### config.mk
export PLATFORM = sky130hd
export DESIGN_NAME = fetch_sequencer_flat
export DESIGN_NICKNAME = d
export VERILOG_FILES = /design/src/rtl/fetch_sequencer_pkg.sv /design/src/rtl/fetch_sequencer_if.sv /design/src/rtl/fetch_sequencer_fifo.sv /design/src/rtl/fetch_sequencer.sv /design/src/flat_wrapper.sv
export SDC_FILE = /design/constraint.sdc
export NUM_CORES = 1
export LEC_CHECK = 0
export ABC_AREA = 1
export BUFFER_PORTS_ARGS = -buffer_cell sky130_fd_sc_hd__buf_2
export CELL_PAD_IN_SITES_DETAIL_PLACEMENT = 2
export CELL_PAD_IN_SITES_GLOBAL_PLACEMENT = 2
export CORE_MARGIN = 2
export CORE_UTILIZATION = 33
export DETAILED_ROUTE_END_ITERATION = 6
export PLACE_DENSITY = 0.81
export SLEW_MARGIN = 20
export SYNTH_ARGS = -nofsm -noshare
export SYNTH_HDL_FRONTEND = slang
export SYNTH_SLANG_ARGS = --single-unit
### constraint.sdc
create_clock -name clk -period 2.99 [get_ports clk]
set_clock_uncertainty 0.15 [all_clocks]
set_input_delay 0.4485 -clock clk [delete_from_list [all_inputs] [get_ports clk]]
set_output_delay 0.4485 -clock clk [all_outputs]
set_load 0.02 [all_outputs]
### src/rtl/fetch_sequencer_pkg.sv
// Shared definitions for the fetch sequencer: widths, FSM encodings, constants.
package fetch_pkg;

  localparam int unsigned XLEN = 32;

  localparam logic [XLEN-1:0] NOP              = 32'h0000_0013;
  localparam logic [XLEN-1:0] DEFAULT_RESET_PC = 32'h0000_0000;

  localparam logic [1:0] ST_IDLE = 2'd0;
  localparam logic [1:0] ST_RUN  = 2'd1;
  localparam logic [1:0] ST_HALT = 2'd2;

  typedef struct packed {
    logic [XLEN-1:0] pc;
    logic [XLEN-1:0] instr;
  } fetch_entry_t;

endpackage

### src/rtl/fetch_sequencer_if.sv
// Fetch-side bus: instruction memory lookup plus valid/ready delivery to decode.
interface fetch_sequencer_if;
  import fetch_pkg::*;

  logic [XLEN-1:0] imem_addr;
  logic [XLEN-1:0] imem_instr;
  logic            if_valid;
  logic            if_ready;
  logic [XLEN-1:0] if_pc;
  logic [XLEN-1:0] if_instr;

  modport master (
    output imem_addr, if_valid, if_pc, if_instr,
    input  imem_instr, if_ready
  );

  modport slave (
    input  imem_addr, if_valid, if_pc, if_instr,
    output imem_instr, if_ready
  );

endinterface

### src/rtl/fetch_sequencer_fifo.sv
// Small synchronous FIFO with single-cycle flush and occupancy count.
module fetch_fifo #(
  parameter int unsigned WIDTH = 64,
  parameter int unsigned DEPTH = 2
) (
  input  logic                           clk,
  input  logic                           rst_n,
  input  logic                           flush,
  input  logic                           push,
  input  logic                           pop,
  input  logic [WIDTH-1:0]               wr_data,
  output logic [WIDTH-1:0]               rd_data,
  output logic                           empty,
  output logic [$clog2(DEPTH+1)-1:0]     count
);

  localparam int unsigned AW = $clog2(DEPTH);
  localparam int unsigned CW = $clog2(DEPTH + 1);
  localparam logic [CW-1:0] DEPTH_C = CW'(DEPTH);

  logic [WIDTH-1:0] mem [DEPTH];
  logic [AW-1:0]    wr_ptr;
  logic [AW-1:0]    rd_ptr;
  logic             full;
  logic             wr_en;
  logic             rd_en;

  assign empty   = (count == '0);
  assign full    = (count == DEPTH_C);
  assign wr_en   = push & (~full | pop);
  assign rd_en   = pop & ~empty;
  assign rd_data = mem[rd_ptr];

  // Storage, pointers and occupancy; flush empties the buffer at the edge.
  always_ff @(posedge clk or negedge rst_n) begin
    if (!rst_n) begin
      wr_ptr <= '0;
      rd_ptr <= '0;
      count  <= '0;
      for (int unsigned i = 0; i < DEPTH; i++) begin
        mem[i] <= '0;
      end
    end else if (flush) begin
      wr_ptr <= '0;
      rd_ptr <= '0;
      count  <= '0;
    end else begin
      if (wr_en) begin
        mem[wr_ptr] <= wr_data;
        wr_ptr      <= wr_ptr + 1'b1;
      end
      if (rd_en) begin
        rd_ptr <= rd_ptr + 1'b1;
      end
      case ({wr_en, rd_en})
        2'b10:   count <= count + 1'b1;
        2'b01:   count <= count - 1'b1;
        default: count <= count;
      endcase
    end
  end

endmodule

### src/rtl/fetch_sequencer.sv
// Fetch sequencer: owns the PC, reads the combinational instruction memory,
// buffers {pc, instr} pairs and hands them to decode; handles redirect/halt.
module fetch_sequencer
  import fetch_pkg::*;
#(
  parameter logic [31:0] RESET_PC   = DEFAULT_RESET_PC,
  parameter int unsigned FIFO_DEPTH = 2
) (
  input  logic                              clk,
  input  logic                              rst_n,
  input  logic                              fetch_en,
  input  logic                              redirect_valid,
  input  logic [31:0]                       redirect_target,
  fetch_sequencer_if.master                 bus,
  output logic                              misalign_err,
  output logic [1:0]                        fetch_state,
  output logic [$clog2(FIFO_DEPTH+1)-1:0]   fifo_count
);

  localparam int unsigned CW = $clog2(FIFO_DEPTH + 1);
  localparam logic [CW-1:0] DEPTH_C = CW'(FIFO_DEPTH);

  logic [1:0]      state;
  logic [1:0]      state_nxt;
  logic [31:0]     pc;
  logic            push;
  logic            pop;
  logic            empty;
  fetch_entry_t    wr_entry;
  fetch_entry_t    head;

  assign wr_entry = '{pc: pc, instr: bus.imem_instr};

  // A redirect hides the stale head so nothing is popped in the flush cycle.
  assign bus.if_valid  = ~empty & ~redirect_valid;
  assign bus.if_pc     = empty ? '0 : head.pc;
  assign bus.if_instr  = empty ? '0 : head.instr;
  assign bus.imem_addr = pc;
  assign fetch_state   = state;

  assign pop  = bus.if_valid & bus.if_ready;
  assign push = (state == ST_RUN) & fetch_en & ~redirect_valid &
                ((fifo_count < DEPTH_C) | pop);

  fetch_fifo #(
    .WIDTH(2 * XLEN),
    .DEPTH(FIFO_DEPTH)
  ) u_fifo (
    .clk    (clk),
    .rst_n  (rst_n),
    .flush  (redirect_valid),
    .push   (push),
    .pop    (pop),
    .wr_data(wr_entry),
    .rd_data(head),
    .empty  (empty),
    .count  (fifo_count)
  );

  // Run/halt control; the unused encoding falls back to IDLE.
  always_comb begin
    state_nxt = state;
    case (state)
      ST_IDLE: if (fetch_en)  state_nxt = ST_RUN;
      ST_RUN:  if (!fetch_en) state_nxt = ST_HALT;
      ST_HALT: if (fetch_en)  state_nxt = ST_RUN;
      default: state_nxt = ST_IDLE;
    endcase
  end

  // FSM state register.
  always_ff @(posedge clk or negedge rst_n) begin
    if (!rst_n) begin
      state <= ST_IDLE;
    end else begin
      state <= state_nxt;
    end
  end

  // PC update (redirect wins over sequential advance) and misalignment pulse.
  always_ff @(posedge clk or negedge rst_n) begin
    if (!rst_n) begin
      pc           <= RESET_PC;
      misalign_err <= 1'b0;
    end else begin
      misalign_err <= redirect_valid & (|redirect_target[1:0]);
      if (redirect_valid) begin
        pc <= {redirect_target[31:2], 2'b00};
      end else if (push) begin
        pc <= pc + 32'd4;
      end
    end
  end

endmodule

### src/flat_wrapper.sv
// flat-port wrapper written by rule: the top's interface ports become plain ports
module fetch_sequencer_flat import fetch_pkg::*;
#(
  parameter logic [31:0] RESET_PC   = DEFAULT_RESET_PC,
  parameter int unsigned FIFO_DEPTH = 2
)
  (clk, rst_n, fetch_en, redirect_valid, redirect_target, misalign_err, fetch_state, fifo_count, bus_imem_addr, bus_if_valid, bus_if_pc, bus_if_instr, bus_imem_instr, bus_if_ready);
  fetch_sequencer_if bus_i ();
  input  logic clk;
  input  logic rst_n;
  input  logic fetch_en;
  input  logic redirect_valid;
  input  logic [31:0] redirect_target;
  output logic misalign_err;
  output logic [1:0] fetch_state;
  output logic [$clog2(FIFO_DEPTH+1)-1:0] fifo_count;
  output wire logic [$bits(bus_i.imem_addr)-1:0] bus_imem_addr;
  output wire logic [$bits(bus_i.if_valid)-1:0] bus_if_valid;
  output wire logic [$bits(bus_i.if_pc)-1:0] bus_if_pc;
  output wire logic [$bits(bus_i.if_instr)-1:0] bus_if_instr;
  input wire logic [$bits(bus_i.imem_instr)-1:0] bus_imem_instr;
  input wire logic [$bits(bus_i.if_ready)-1:0] bus_if_ready;
  assign bus_imem_addr = bus_i.imem_addr;
  assign bus_if_valid = bus_i.if_valid;
  assign bus_if_pc = bus_i.if_pc;
  assign bus_if_instr = bus_i.if_instr;
  assign bus_i.imem_instr = bus_imem_instr;
  assign bus_i.if_ready = bus_if_ready;
  fetch_sequencer #(.RESET_PC(RESET_PC), .FIFO_DEPTH(FIFO_DEPTH)) u_core (.clk(clk), .rst_n(rst_n), .fetch_en(fetch_en), .redirect_valid(redirect_valid), .redirect_target(redirect_target), .bus(bus_i), .misalign_err(misalign_err), .fetch_state(fetch_state), .fifo_count(fifo_count));
endmodule
==> flow_metrics.py, run 1 <==
metrics = {
    "run_status": {
        "status": "finished clean",
    },
    "setup_path": {
        "crit_chain": "inv_2 > buf_12 > nand2_1 > a21oi_1 > buf_2",
        "worstPathArrival_ps": 2130,
        "cp-end-kind": "primary output",
        "critical_path.top_delay_family": "buffers and inverters",
        "worst_ep_required_time_ps": 2390,
        "start_kind": "flop",
        "max_stage_delay_ps": 570,
        "path_class": "reg2out",
        "path_max_fanout": 36,
        "path_buf_inv": 3,
        "crit_slowest_cell": "dfrtp_2",
    },
    "floorplan": {
        "core_area_mm2": 0.0235,
        "die_w_um": 159,
        "die_h_um": 159,
        "design.die.area_mm2": 0.0254,
        "ios": 171,
        "num_rows": 56,
        "initial_utilization": 0.338,
    },
    "timing": {
        "tns_ps": 0,
        "rsz0062_at_grt": "no",
        "tightest_slew_ps": 639,
        "finalCriticalPeriod_ps": 2730,
        "post-route-period-util": 0.911,
        "max_freq_mhz": 367,
        "slew_viol_final": 0,
        "max_slew_margin": 0.574,
        "setup_viol": 0,
        "hold_viol": 0,
    },
    "logic_synthesis": {
        "avgSynthCellArea_um2": 7.43,
        "synth_area_mm2": 0.00795,
        "synth_commonest_cells": "432 x nand2_1, 161 x dfrtp_1, 93 x inv_1",
        "netlist.area_leader.share": 0.507,
        "synth.distinct_cells": 27,
        "synth-async-reset-ratio": 1.00,
        "synth_top_area_cell": "dfrtp_1",
        "ys.flop_type": "dfrtp_1",
        "synth_seq_area_share": 0.507,
        "synth.area.top_cells": "dfrtp_1 51%, nand2_1 20%, o21ai_0 4.7%, o21ai_1 4.6%, inv_1 4.4%",
        "yosysMostFrequentCell": "nand2_1",
        "synthCells": 1070,
        "synth-edff-count": 0,
        "synth_seq_cells": 161,
        "yosysWarnings": 0,
    },
    "power_and_ir_drop": {
        "p_per_area_mw_per_mm2": 851,
        "p_leak_nw": 4.91,
        "vdd_ir_drop_max_uv": 305,
        "fin_total_pwr_mw": 8.19,
    },
    "routing": {
        "drt.antenna.violating_nets": 0,
        "routed_via_density": 4.97,
        "drt_iter0_markers": 363,
        "wire_per_inst_um": 17.9,
        "drcViolationCount": 0,
        "dr.pass1.iters": 5,
        "wl_um": 27700,
        "vias": 7687,
    },
    "cells_and_area": {
        "diodes": 0,
        "nNetsFinal": 1285,
        "syn2layout_area_growth_pct": 21.1,
        "drive_above_1_share": 0.182,
        "fin_cells": 1547,
        "fillerInstances": 2855,
    },
    "cts": {
        "cts_buffers": 17,
        "htree_levels": 4,
        "cts_setup_buffers": 0,
        "clk_pin_slew_ps": 70,
        "cts.sinks": 161,
        "clockBufferDepth": 2,
        "tritoncts": "built",
        "cts_root_buf": "clkbuf_16",
        "clock_latency_ps": 430,
    },
    "grt": {
        "grt_max_degree": 125,
        "track_usage": 0.225,
        "antenna_found_initial": 0,
        "grt-ovfl-total": 0,
        "grt_pass1_wl_um": 45700,
        "grt_pass1_vias": 8420,
    },
    "placed_design": {
        "port_buffers": 166,
        "gp_congestion": 0.879,
        "hpwlAfterDp_um": 19800,
        "post-place-cells": 1514,
    },
    "flow_run": {
        "maxCapViolCount": 0,
    },
    "hold_path": {
        "hold_class": "in2reg",
    },
}
[flip-flops by register name (all words and copies together), names as in the netlist]
signal and count:
u_core.bus.imem_addr 30, u_core.fetch_state 2, u_core.u_fifo.wr_ptr 1, u_core.u_fifo.mem 124
u_core.misalign_err 1, u_core.u_fifo.rd_ptr 1, u_core.u_fifo.count 2
[power breakdown]
part           leakage, nW  internal [mW]  switching [mW]
Clock                0.269           1.16           0.981
Sequential            2.07           2.81           0.481
Combinational         2.58          0.901            1.86
Total                 4.91           4.87            3.32
[layer usage]
metal | GRT usage | wire (µm) | vias up
met2 | 0.376 | 13400 | 161
li1 | - | - | 3649
met5 | 0 | 0 | -
met3 | 0.0274 | 874 | 26
met1 | 0.308 | 13000 | 3851
met4 | 0.0640 | 478 | 0
[metrics by stage]
stage / cell area [µm²] / util / hold slack (ps) / setup slack [ps]
finish: 9630 / 0.409 / 55.5 / 265
global route: 9630 / 0.409 / 53.6 / 123
CTS: 9620 / 0.409 / 47.5 / 165
detailed placement: 9050 / 0.385 / 317 / 657
global placement: 9050 / 0.385 / 315 / 684
floorplan: 7960 / - / 2.91 / 1060
[path summary, 6_finish.rpt]
path	start	endpoint	slack [ps]	cells after the start
worst max-delay path	u_core.u_fifo.rd_ptr	bus_if_instr[26]	260	5
worst min-delay path	fetch_en	u_core.fetch_state[1]	60	2
worst max register to register	u_core.u_fifo.count[1]	u_core.u_fifo.mem[49]	810	7
worst min register to register	u_core.u_fifo.mem[23]	u_core.u_fifo.mem[23]	340	2
max in group asynchronous	rst_n	u_core.u_fifo.mem[5]	1400	3
min in group asynchronous	rst_n	u_core.u_fifo.mem[82]	410	2
[timing repair]
item	in CTS	in global routing
hold endpoints to repair	55	0
hold buffers	1	0
gates resized for setup	0	1
setup endpoints to repair	0	1
[cells by family after synthesis]
logic type	count (synthesis)	synth area share
flops	161	0.507
compound gates	223	0.144
xor+xnor	8	0.00881
fa+ha+maj	1	0.00157
other cells	1	0.000472
simple gates	521	0.253
buf+inv	155	0.0853
[cell usage in the layout, fill, tap and decap left out, drive strengths merged]
cell and count:
ha 1, conb 4, o22ai 1, dlygate4sd3 1, nand3 28, clkbuf 18
inv 102, clkinv 5, nand2 434, a21oi 65, bufinv 1, buf 180
xor2 7, clkinvlp 3, nor2 58, o211ai 6, dfrtp 161, xnor2 1
o21ai 151, nor3 1
[layout make-up]
cell class / instances / area (µm²) / share of cell area
multi-input cells: 757 / 3270 / 0.339
clock inverters: 14 / 131 / 0.0136
inverters: 97 / 367 / 0.0381
clock buffers: 18 / 429 / 0.0446
flip-flops and latches: 161 / 4030 / 0.419
well taps: 319 / 399 / 0.0415
repair buffers: 181 / 1010 / 0.104
[worst register-to-register path, stage by stage, from the launching register on]
cell and delay [ps]:
dfrtp_1 460, nand2_1 100, nand2_1 80, nor2_4 180, buf_4 380, nand2_4 90
buf_12 220, o21ai_0 410
No activity file was read; power rests on OpenSTA's default activity.
==> inputs of run 2 (changes only) <==
--- a/config.mk
+++ b/config.mk
@@ -7,12 +7,10 @@
 export LEC_CHECK = 0
 export ABC_AREA = 1
 export BUFFER_PORTS_ARGS = -buffer_cell sky130_fd_sc_hd__buf_2
-export CELL_PAD_IN_SITES_DETAIL_PLACEMENT = 2
-export CELL_PAD_IN_SITES_GLOBAL_PLACEMENT = 2
 export CORE_MARGIN = 2
-export CORE_UTILIZATION = 33
+export CORE_UTILIZATION = 45
 export DETAILED_ROUTE_END_ITERATION = 6
-export PLACE_DENSITY = 0.81
+export PLACE_DENSITY = 0.64
 export SLEW_MARGIN = 20
 export SYNTH_ARGS = -nofsm -noshare
 export SYNTH_HDL_FRONTEND = slang
==> run 2 against run 1 <==
- combinational power down 2%
- non-clock buffer count rose by 5
- routed wire length down 22%
- maximum frequency is 4.9% higher
- sequential share of layout area about the same
- utilization grew 15 points
- register-to-register slack better by 150 ps
- clock power is 3% higher
- total power decreased by 0.87%
- flip-flop and latch count stayed put
- highest routed layer unchanged
==> flow_metrics.py, run 2 (synthesized netlist as in run 1, its figures left out) <==
metrics = {
    "placed_design": {
        "port_buffers": 166,
        "hpwlAfterDp_um": 15100,
        "gp_congestion": 1.01,
        "post-place-cells": 1425,
        "place_ws_ps": 839,
        "dpl-instance-area_mm2": 0.00900,
    },
    "hold_path": {
        "hold_class": "in2reg",
    },
    "timing": {
        "finalCriticalPeriod_ps": 2600,
        "setup_viol": 0,
        "tightest_slew_ps": 573,
        "tns_ps": 0,
        "post-route-period-util": 0.869,
        "fin_ws_ps": 391,
        "max_slew_margin": 0.618,
        "whs_ps": 50.8,
        "hold_viol": 0,
        "rsz0062_at_grt": "no",
        "slew_viol_final": 0,
        "max_freq_mhz": 385,
    },
    "cells_and_area": {
        "diodes": 0,
        "fin_util": 0.556,
        "largest_reg_flops": 124,
        "fillerInstances": 1696,
        "final_area_mm2": 0.00962,
        "regMostFlops": "u_core.u_fifo.mem",
        "drive_above_1_share": 0.187,
        "nNetsFinal": 1290,
        "final_cell_mix": "432 x nand2_1, 165 x buf_2, 160 x dfrtp_1, 93 x inv_1, 75 x o21ai_0",
        "fin_cells": 1458,
        "final_common_cell": "nand2_1",
        "syn2layout_area_growth_pct": 20.9,
    },
    "cts": {
        "cts_root_buf": "clkbuf_16",
        "clockBufferDepth": 2,
        "clock_latency_ps": 420,
        "cts-resized-gates": 0,
        "clk_pin_slew_ps": 60,
        "htree_levels": 4,
        "cts.sinks": 161,
        "tritoncts": "built",
        "cts_setup_buffers": 0,
        "cts_buffers": 17,
    },
    "routing": {
        "met3_length_um": 1440,
        "drt-met1-wl_um": 10100,
        "wire_per_inst_um": 14.9,
        "routed_via_density": 4.98,
        "drcViolationCount": 0,
        "dr.pass1.iters": 5,
        "vias": 7267,
        "drt.antenna.violating_nets": 0,
        "route.met2.wl_um": 9880,
        "drt_iter0_markers": 695,
        "routed.top_layer": "met4",
        "wl_um": 21700,
    },
    "floorplan": {
        "die_w_um": 137,
        "die_h_um": 137,
        "core_area_mm2": 0.0173,
        "initial_utilization": 0.460,
        "design.die.area_mm2": 0.0187,
        "num_rows": 48,
        "ios": 171,
    },
    "flow_run": {
        "maxCapViolCount": 0,
    },
    "power_and_ir_drop": {
        "p_leak_nw": 4.96,
        "p_per_area_mw_per_mm2": 844,
        "fin_total_pwr_mw": 8.12,
        "vdd_ir_drop_max_uv": 462,
    },
    "grt": {
        "grt_pass1_wl_um": 34800,
        "grt_pass1_vias": 6816,
        "antenna_found_initial": 0,
        "track_usage": 0.239,
        "grt_max_degree": 63,
        "grt-ovfl-total": 0,
    },
    "setup_path": {
        "worstPathArrival_ps": 2000,
        "path_class": "reg2out",
        "start_kind": "flop",
        "cp-end-kind": "primary output",
        "path_max_fanout": 46,
        "worst_ep_required_time_ps": 2390,
    },
    "run_status": {
        "status": "finished clean",
    },
}
-- run 2: critical path: stages, from the launching register on --
cell and delay, ps:
dfrtp_1 460, nor2_4 500, buf_12 310, a21oi_1 100
buf_2 170
-- run 2: what timing repair did --
| item | in CTS | in global routing |
|---|---|---|
| hold buffers | 1 | 0 |
| hold endpoints to repair | 46 | 0 |
| endpoints found under the setup margin | 0 | 0 |
-- run 2: layout make-up --
| class | count | area (µm²) | area share |
|---|---|---|---|
| clock buffers | 21 | 480 | 0.0500 |
| well taps | 225 | 282 | 0.0293 |
| repair buffers | 186 | 1060 | 0.111 |
| inverters | 97 | 367 | 0.0381 |
| clock inverters | 11 | 128 | 0.0133 |
| flip-flops and latches | 161 | 4030 | 0.419 |
| multi-input cells | 757 | 3270 | 0.340 |
-- run 2: worst paths after layout --
kind,from,end,slack (ps),cells after the start
worst max-delay path,u_core.u_fifo.count[1],bus_if_pc[30],390,4
worst min-delay path,fetch_en,u_core.fetch_state[1],50,2
worst max register to register,u_core.u_fifo.count[1],u_core.bus.imem_addr[7],960,10
worst min register to register,u_core.u_fifo.mem[35],u_core.u_fifo.mem[35],330,2
max in group asynchronous,rst_n,u_core.bus.imem_addr[18],1480,4
min in group asynchronous,rst_n,u_core.u_fifo.mem[21],390,2
-- run 2: where the power goes --
group / leakage (nW) / internal, mW / switching (mW)
combinational: 2.61 / 0.917 / 1.79
sequential: 2.07 / 2.81 / 0.395
clock: 0.292 / 1.32 / 0.888
total: 4.96 / 5.05 / 3.07
-- run 2: layer usage --
metal	vias up	track usage
met5	-	0
met4	0	0.0727
met3	20	0.0470
met2	235	0.371
met1	3351	0.339
li1	3661	-
==> inputs of run 3 (changes only) <==
--- a/config.mk
+++ b/config.mk
@@ -11,6 +11,7 @@
 export CORE_UTILIZATION = 45
 export DETAILED_ROUTE_END_ITERATION = 6
 export PLACE_DENSITY = 0.64
+export RECOVER_POWER = 100
 export SLEW_MARGIN = 20
 export SYNTH_ARGS = -nofsm -noshare
 export SYNTH_HDL_FRONTEND = slang
==> run 3 against run 2 <==
- cell count did not move
- first-iteration DRC count rose by 0.72%
- via count rose by 0.77%
- sequential power barely moved
- register-to-register slack got worse by 480 ps
- global-route usage did not move
- critical endpoint is now bus_if_pc[4]
==> flow_metrics.py, run 3 (synthesized netlist as in run 1, its figures left out) <==
metrics = {
    "cts": {
        "cts_buffers": 17,
        "htree_levels": 4,
        "clockBufferDepth": 2,
        "clk_pin_slew_ps": 60,
        "cts_setup_buffers": 0,
        "hold_buffers": 1,
        "cts_root_buf": "clkbuf_16",
        "cts-resized-gates": 0,
        "clock_latency_ps": 420,
        "cts.sinks": 161,
        "tritoncts": "built",
    },
    "floorplan": {
        "core_area_mm2": 0.0173,
        "die_w_um": 137,
        "design.die.area_mm2": 0.0187,
        "ios": 171,
        "initial_utilization": 0.460,
        "die_h_um": 137,
        "num_rows": 48,
    },
    "timing": {
        "slew_viol_final": 0,
        "finalCriticalPeriod_ps": 2670,
        "tns_ps": 0,
        "hold_viol": 0,
        "post-route-period-util": 0.894,
        "setup_viol": 0,
        "fin_ws_ps": 318,
        "rsz0062_at_grt": "no",
        "max_freq_mhz": 374,
        "tightest_slew_ps": 1340,
        "max_slew_margin": 0.104,
    },
    "routing": {
        "wl_um": 21700,
        "drcViolationCount": 0,
        "wire_per_inst_um": 14.9,
        "routed_via_density": 5.02,
        "drt_iter0_markers": 700,
        "drt.antenna.violating_nets": 0,
        "vias": 7323,
        "dr.pass1.iters": 5,
    },
    "placed_design": {
        "place_ws_ps": 839,
        "port_buffers": 166,
        "hpwlAfterDp_um": 15100,
        "gp_congestion": 1.01,
    },
    "setup_path": {
        "path_max_fanout": 34,
        "worstSetupEndpoint": "bus_if_pc[4]",
        "worst-r2r-setup-slack_ps": 480,
        "path_class": "reg2out",
        "start_kind": "flop",
        "worst_ep_required_time_ps": 2390,
        "cp-end-kind": "primary output",
        "worst-r2r-cell-count": 10,
        "crit_start": "u_core.u_fifo.rd_ptr",
        "worstPathArrival_ps": 2070,
        "r2r_end": "u_core.bus.imem_addr[26]",
        "reg2reg_from": "u_core.u_fifo.count[1]",
    },
    "cells_and_area": {
        "fin_util": 0.545,
        "nNetsFinal": 1290,
        "regMostFlops": "u_core.u_fifo.mem",
        "syn2layout_area_growth_pct": 18.6,
        "diodes": 0,
        "final_common_cell": "nand2_1",
        "fillerInstances": 1756,
        "drive_above_1_share": 0.101,
        "largest_reg_flops": 124,
        "final_cell_mix": "433 x nand2_1, 160 x dfrtp_1, 144 x o21ai_0, 100 x clkbuf_1, 94 x inv_1",
    },
    "power_and_ir_drop": {
        "p_leak_nw": 4.58,
        "p_per_area_mw_per_mm2": 846,
        "fin_total_pwr_mw": 7.98,
        "vdd_ir_drop_max_uv": 451,
    },
    "hold_path": {
        "hold_start": "fetch_en",
        "hold_class": "in2reg",
    },
    "grt": {
        "grt_pass1_vias": 6816,
        "grt_pass1_wl_um": 34800,
        "antenna_found_initial": 0,
        "grt-ovfl-total": 0,
        "track_usage": 0.239,
        "grt_max_degree": 63,
    },
    "flow_run": {
        "maxCapViolCount": 0,
    },
    "run_status": {
        "status": "finished clean",
    },
}
-- run 3: cell types whose count changed in the layout (fill, tap and decap cells not counted), sizes merged --
cell | before | now
buf | 185 | 78
clkbuf | 21 | 128
-- run 3: worst max-delay path, cell delays in order (launching register included) --
cell	delay, ps
dfrtp_2	370
clkbuf_2	660
nand2_1	110
a21oi_1	260
clkbuf_1	260
-- run 3: area by class of cell --
class	count	area, µm²	share of cell area
Tap cell	225	282	0.0299
Clock buffer	21	480	0.0510
Sequential cell	161	4030	0.428
Timing Repair Buffer	186	898	0.0953
Inverter	97	367	0.0389
Clock inverter	11	128	0.0135
Multi-Input combinational cell	757	3240	0.344
-- run 3: how the worst min path moves through the flow --
stage	endpoint	slack (ps)	cells after the start
2_1_floorplan	u_core.bus.imem_addr[10]	3	0
3_3_place_gp	u_core.u_fifo.mem[22]	280	1
3_5_place_dp	u_core.u_fifo.mem[21]	280	1
4_1_cts	u_core.fetch_state[1]	40	2
5_1_grt	u_core.fetch_state[1]	60	2
6_report	u_core.fetch_state[1]	50	2
-- run 3: report_power, final --
group	internal [mW]	total, mW	switching (mW)
logic	0.776	2.56	1.78
clock network	1.32	2.21	0.890
registers	2.81	3.21	0.396
-- run 3: metal layers --
metal | GRT usage | share of wire
met1 | 0.339 | 0.46
met2 | 0.371 | 0.45
met3 | 0.0470 | 0.068
met4 | 0.0727 | 0.016
met5 | 0 | 0
-- run 3: per-stage QoR --
step           cells  cell area [µm²]  hold slack (ps)
6_report        1458             9430             51.7
5_1_grt         1458             9430             56.2
4_1_cts         1458             9620             37.3
3_5_place_dp    1425             9000              278
3_3_place_gp    1425             9000              275
2_1_floorplan   1073             7960             2.91
